===== src/rtl/uart_pkg.sv =====
// uart_pkg: shared UART definitions used by the receiver and the transmitter.
//   uart_state_t    - frame FSM state encoding (3-bit binary)
//   PRESCALE_*      - legal oversampling ratios in clk cycles per bit
//   legal_prescale  - maps an unsupported ratio onto the default of 8
package uart_pkg;

    typedef enum logic [2:0] {
        IDLE   = 3'd0,
        START  = 3'd1,
        DATA   = 3'd2,
        PARITY = 3'd3,
        STOP   = 3'd4
    } uart_state_t;

    localparam logic [5:0] PRESCALE_8  = 6'd8;
    localparam logic [5:0] PRESCALE_16 = 6'd16;
    localparam logic [5:0] PRESCALE_32 = 6'd32;

    function automatic logic [5:0] legal_prescale(input logic [5:0] p);
        return (p == PRESCALE_16 || p == PRESCALE_32) ? p : PRESCALE_8;
    endfunction

endpackage


===== src/rtl/uart_rx_sampler.sv =====
// uart_rx_sampler: per-bit edge counter with 3-sample majority vote.
//   clk, rst  - clock, synchronous active-low reset
//   start     - start bit detected this cycle (counts as edge 0)
//   run       - frame in progress, keep counting
//   rx        - synchronised serial line
//   prescale  - latched clk cycles per bit
//   bit_val   - majority of samples at edges P/2-1, P/2, P/2+1
//   decide    - bit_val is valid this cycle (edge P/2+2)
//   last      - final edge of the current bit (edge P-1)
module uart_rx_sampler (
    input  logic       clk,
    input  logic       rst,
    input  logic       start,
    input  logic       run,
    input  logic       rx,
    input  logic [5:0] prescale,
    output logic       bit_val,
    output logic       decide,
    output logic       last
);

    logic [5:0] edge_cnt;
    logic [5:0] half;
    logic [2:0] smp;

    assign half    = prescale >> 1;
    assign decide  = edge_cnt == half + 6'd2;
    assign last    = edge_cnt == prescale - 6'd1;
    assign bit_val = (smp[0] & smp[1]) | (smp[0] & smp[2]) | (smp[1] & smp[2]);

    always_ff @(posedge clk) begin
        if (!rst) begin
            edge_cnt <= '0;
            smp      <= '0;
        end else begin
            // the detection cycle was edge 0, so the first counted cycle is edge 1
            edge_cnt <= start ? 6'd1 : (run && !last) ? edge_cnt + 6'd1 : 6'd0;
            if (edge_cnt == half - 6'd1) smp[0] <= rx;
            if (edge_cnt == half)        smp[1] <= rx;
            if (edge_cnt == half + 6'd1) smp[2] <= rx;
        end
    end

endmodule


===== src/rtl/uart_rx.sv =====
// uart_rx: oversampling UART receiver with optional parity and error flags.
//   clk, rst     - clock, synchronous active-low reset
//   RX_IN        - serial line, idle high, already synchronised
//   PAR_EN       - frame carries a parity bit
//   PAR_TYP      - 0 even, 1 odd parity
//   Prescale     - clk cycles per bit (8/16/32, others treated as 8)
//   P_DATA       - last correctly received character
//   data_valid   - one-cycle pulse when P_DATA updates
//   par_err      - parity mismatch on current/last frame
//   stp_err      - stop bit low on current/last frame
module uart_rx
    import uart_pkg::*;
#(
    parameter int DATA_WIDTH = 8
) (
    input  logic                  clk,
    input  logic                  rst,
    input  logic                  RX_IN,
    input  logic                  PAR_EN,
    input  logic                  PAR_TYP,
    input  logic [5:0]            Prescale,
    output logic [DATA_WIDTH-1:0] P_DATA,
    output logic                  data_valid,
    output logic                  par_err,
    output logic                  stp_err
);

    localparam int BW = DATA_WIDTH > 1 ? $clog2(DATA_WIDTH) : 1;

    uart_state_t           state;
    logic [BW-1:0]         bit_cnt;
    logic [DATA_WIDTH-1:0] shift;
    logic                  par_en_lat;
    logic                  par_typ_lat;
    logic [5:0]            presc;
    logic                  bit_val;
    logic                  decide;
    logic                  last;
    logic                  start;

    assign start = state == IDLE && !RX_IN;

    uart_rx_sampler sampler (
        .clk      (clk),
        .rst      (rst),
        .start    (start),
        .run      (state != IDLE),
        .rx       (RX_IN),
        .prescale (presc),
        .bit_val  (bit_val),
        .decide   (decide),
        .last     (last)
    );

    always_ff @(posedge clk) begin
        if (!rst) begin
            state       <= IDLE;
            bit_cnt     <= '0;
            shift       <= '0;
            P_DATA      <= '0;
            data_valid  <= 1'b0;
            par_err     <= 1'b0;
            stp_err     <= 1'b0;
            par_en_lat  <= 1'b0;
            par_typ_lat <= 1'b0;
            presc       <= PRESCALE_8;
        end else begin
            data_valid <= 1'b0;
            case (state)
                IDLE: if (start) begin
                    state       <= START;
                    par_en_lat  <= PAR_EN;
                    par_typ_lat <= PAR_TYP;
                    presc       <= legal_prescale(Prescale);
                    par_err     <= 1'b0;
                    stp_err     <= 1'b0;
                end
                START: begin
                    if (decide && bit_val) state <= IDLE;
                    else if (last)         state <= DATA;
                end
                DATA: begin
                    if (decide) shift <= {bit_val, shift[DATA_WIDTH-1:1]};
                    if (last) begin
                        bit_cnt <= bit_cnt == BW'(DATA_WIDTH - 1) ? '0 : bit_cnt + BW'(1);
                        if (bit_cnt == BW'(DATA_WIDTH - 1)) state <= par_en_lat ? PARITY : STOP;
                    end
                end
                PARITY: begin
                    if (decide) par_err <= bit_val != (^shift ^ par_typ_lat);
                    if (last)   state <= STOP;
                end
                STOP: begin
                    if (decide && !bit_val) stp_err <= 1'b1;
                    if (last) begin
                        state <= IDLE;
                        if (!par_err && !stp_err) begin
                            P_DATA     <= shift;
                            data_valid <= 1'b1;
                        end
                    end
                end
                default: state <= IDLE;
            endcase
        end
    end

endmodule

===== config.mk =====
export PLATFORM = sky130hd
export DESIGN_NAME = uart_rx
export DESIGN_NICKNAME = d
export VERILOG_FILES = /design/src/rtl/uart_pkg.sv /design/src/rtl/uart_rx_sampler.sv /design/src/rtl/uart_rx.sv
export SDC_FILE = /design/constraint.sdc
export NUM_CORES = 1
export LEC_CHECK = 0
export BUFFER_PORTS_ARGS = -buffer_cell sky130_fd_sc_hd__buf_2
export CORE_MARGIN = 5
export CORE_UTILIZATION = 60
export DETAILED_ROUTE_END_ITERATION = 8
export PLACE_DENSITY = 0.8
export SETUP_SLACK_MARGIN = 0.05
export SLEW_MARGIN = 40
export SYNTH_ARGS = -nofsm -noshare
export SYNTH_HDL_FRONTEND = slang
export SYNTH_SLANG_ARGS = --single-unit

===== constraint.sdc =====
create_clock -name clk -period 4.1 [get_ports clk]
set_clock_uncertainty 0.2 [all_clocks]
set_input_delay 0.615 -clock clk [delete_from_list [all_inputs] [get_ports clk]]
set_output_delay 0.615 -clock clk [all_outputs]
set_load 0.1 [all_outputs]

==> impl_metrics.tcl <==
set metrics [dict create \
    p_leak_nw 1.08 \
    cts_resized 0 \
    rsz0062_at_grt "no" \
    yosysWarningCount 0 \
    vdd_ir_drop_max_mv 0.209 \
    grt_pass1_vias 1729 \
    synth.distinct_cells 43 \
    ff2ff_setup_slack_ps 1270 \
    start_util_pct 61.0 \
    hold_viol_final 0 \
    ys_seq_area_share_pct 34.7 \
    postRouteAntennaNets 0 \
    grt_pass1_wl_mm 7.99 \
    maxCapViolCount 0 \
    holdPathStages 2 \
    min_to "bit_cnt[1]" \
    synthFlopType "dfxtp_1" \
    worst_r2r_startpoint "presc[2]" \
    route.detailed.drc 0 \
    gp_congestion 0.941 \
    avgSynthCellArea_um2 9.18 \
    dp_hpwl_mm 3.37 \
    setup_violations 0 \
    drive_above_1_share_pct 12.9 \
    io_buffer_count 21 \
    core_mm2 0.00397 \
    crit_type "reg2reg" \
    max_freq_mhz 353 \
    syn_area_mm2 0.00242 \
    wl_met2_mm 2.14 \
    cts-root-buf "clkbuf_8" \
    grt_overflow 0 \
    vias 1858 \
    r2r_end "P_DATA[3]" \
    clkLatencyLatePin_ps 300 \
    numCtsBuffers 5 \
    num_rows 23 \
    syn_nets 285 \
    post-route-period-util_pct 69.0 \
    crit_required_ps 4100 \
    n_antenna_cell 0 \
    area_delta_synth_final_pct 8.36 \
    topRoutingLayerUsed "met4" \
    final_cell_area_mm2 0.00263 \
    synth_cells 264 \
    yosys_register_bits 42 \
    min_path_type "reg2reg" \
    post_dp_cell_area_mm2 0.00253 \
    end_kind "flop" \
    num_io_pins 22 \
    clkTransAtPathRegs_ps 80 \
    drt-met1-wl_mm 2.18 \
    cts_max_level 2 \
    seqCellArea_um2 841 \
    reg2reg_depth 8 \
    die_x_um 73.6 \
    startpoint_type "flop" \
    grt_util_all_layers_pct 19.1 \
    viasPerCell 5.65 \
    slew_viol_final 0 \
    async_flop_share_pct 0 \
    cts_buffer_depth 2 \
    post_cts_buffers 0 \
    die-height_um 73.6 \
    relSlewSlack_pct 59.6 \
    routedWlPerCell_um 14.3 \
    num-fill-cells 326 \
    tightest_slew_ps 600 \
    synth_edf_count 0 \
    hold_buffers 0 \
    fin_tns_setup_ps 0 \
    nets 299 \
    fin_crit_ps 2830 \
    cp_max_fo 9 \
    cp.arrival_ps 2830 \
    drt-initial-drc-count 173 \
    clock_sinks 42 \
    status "finished clean" \
    cts_tree "done" \
    antenna_found_initial 0 \
    multi_input_area_mm2 0.00151 \
    hp-start "bit_cnt[1]" \
    dieArea_mm2 0.00541 \
    wl_met3_um 299 \
    dr.pass1.iters 4 \
    wirelength_mm 4.69 \
    grt_max_degree 41 \
    p_per_area_mw_per_mm2 312 \
]
==> power breakdown <==
group / switching, mW / total, mW / internal (mW) / leakage [nW]
clock network: 0.145 / 0.265 / 0.120 / 0.0452
logic: 0.0597 / 0.106 / 0.0468 / 0.692
registers: 0.0275 / 0.447 / 0.419 / 0.339
total: 0.232 / 0.818 / 0.586 / 1.08
==> final cells by class <==
class | instances | area share, %
Sequential cell | 42 | 32.0
Tap cell | 50 | 2.38
Timing Repair Buffer | 22 | 4.29
Clock buffer | 6 | 2.76
Clock inverter | 2 | 0.524
Multi-Input combinational cell | 202 | 57.3
Inverter | 5 | 0.715
==> per-layer routing <==
layer / track usage (%) / vias to the layer above
met5: 0 / -
li1: - / 929
met3: 4.92 / 8
met2: 29.5 / 50
met1: 25.4 / 871
met4: 7.04 / 0
==> cell usage after synthesis, types with 2 or more instances <==
cell | n | area [µm²]
a21boi_0 | 3 | 22.5
a21boi_1 | 2 | 15.0
a21oi_1 | 4 | 20.0
a22oi_1 | 3 | 22.5
and2_1 | 2 | 12.5
and3_1 | 8 | 50.1
buf_2 | 4 | 20.0
clkbuf_1 | 10 | 37.5
dfxtp_1 | 42 | 841
ha_1 | 10 | 125
inv_1 | 5 | 18.8
mux2i_1 | 25 | 250
nand2_1 | 23 | 86.3
nand2b_1 | 4 | 25.0
nand3_1 | 10 | 50.1
nand4_2 | 2 | 25.0
nand4b_1 | 2 | 17.5
nor2_1 | 12 | 45.0
nor2b_1 | 26 | 163
nor3_1 | 3 | 15.0
nor3b_1 | 2 | 15.0
nor4_1 | 2 | 12.5
o21ai_0 | 5 | 25.0
o311ai_0 | 3 | 26.3
or4_1 | 3 | 22.5
xnor2_1 | 20 | 175
xor2_1 | 13 | 114
==> worst max-delay path: stages (launching register included) <==
cell and delay [ps]:
dfxtp_1 390, inv_1 170, ha_1 240, nor3b_2 270
nand3_1 160, a2111oi_4 450, and3_1 540, mux2i_1 250
nor2b_1 60
==> kinds of logic (layout without fill, tap and decap cells) <==
group	count (synthesis)	after routing	synth area share, %
multiplexers	25	25	10.3
adder cells (fa/ha/maj)	11	11	5.58
buffers and inverters	20	35	3.46
flip-flops	42	42	34.7
AND/OR/NAND/NOR	105	105	24.9
XOR/XNOR	34	34	12.6
AO/OA/AOI/OAI	27	27	8.42
==> stage by stage <==
stage | std cells | hold WS, ps | util, % | power, mW | setup WS, ps
final | 329 | 262 | 66.1 | 0.818 | 1270
after global routing | 329 | 304 | 66.1 | 0.861 | 1030
after CTS | 329 | 270 | 66.0 | 0.822 | 1260
after detailed placement | 321 | 258 | 63.8 | 0.560 | 1250
after global placement | 321 | 245 | 63.8 | 0.558 | 1360
after floorplan | 264 | 234 | - | 0.530 | 1660
==> state kept, by name (all words and copies together) (netlist names) <==
signal / flops
P_DATA: 8
bit_cnt: 3
data_valid: 1
par_en_lat: 1
par_err: 1
par_typ_lat: 1
presc: 6
sampler.edge_cnt: 6
sampler.smp: 3
shift: 8
state: 3
stp_err: 1
==> cell usage in the layout (no fill, tap or decap), drive strengths merged, types with 6 or more instances in the layout <==
master / netlist / layout
nor2: 12 / 12
clkbuf: 10 / 6
xnor2: 20 / 20
nand3: 10 / 10
and3: 8 / 8
xor2: 14 / 14
nand2: 23 / 23
buf: 5 / 22
dfxtp: 42 / 42
nor2b: 26 / 26
mux2i: 25 / 25
ha: 10 / 10
==> worst max path at each step <==
| stage | start | to | slack [ps] |
|---|---|---|---|
| global route | presc[2] | P_DATA[2] | 1030 |
| global placement | presc[2] | P_DATA[3] | 1360 |
| CTS | presc[2] | P_DATA[3] | 1260 |
| finish | presc[2] | P_DATA[3] | 1270 |
| floorplan | presc[2] | bit_cnt[1] | 1660 |
| detailed placement | presc[2] | P_DATA[1] | 1250 |
No activity file was read; power rests on OpenSTA's default activity.
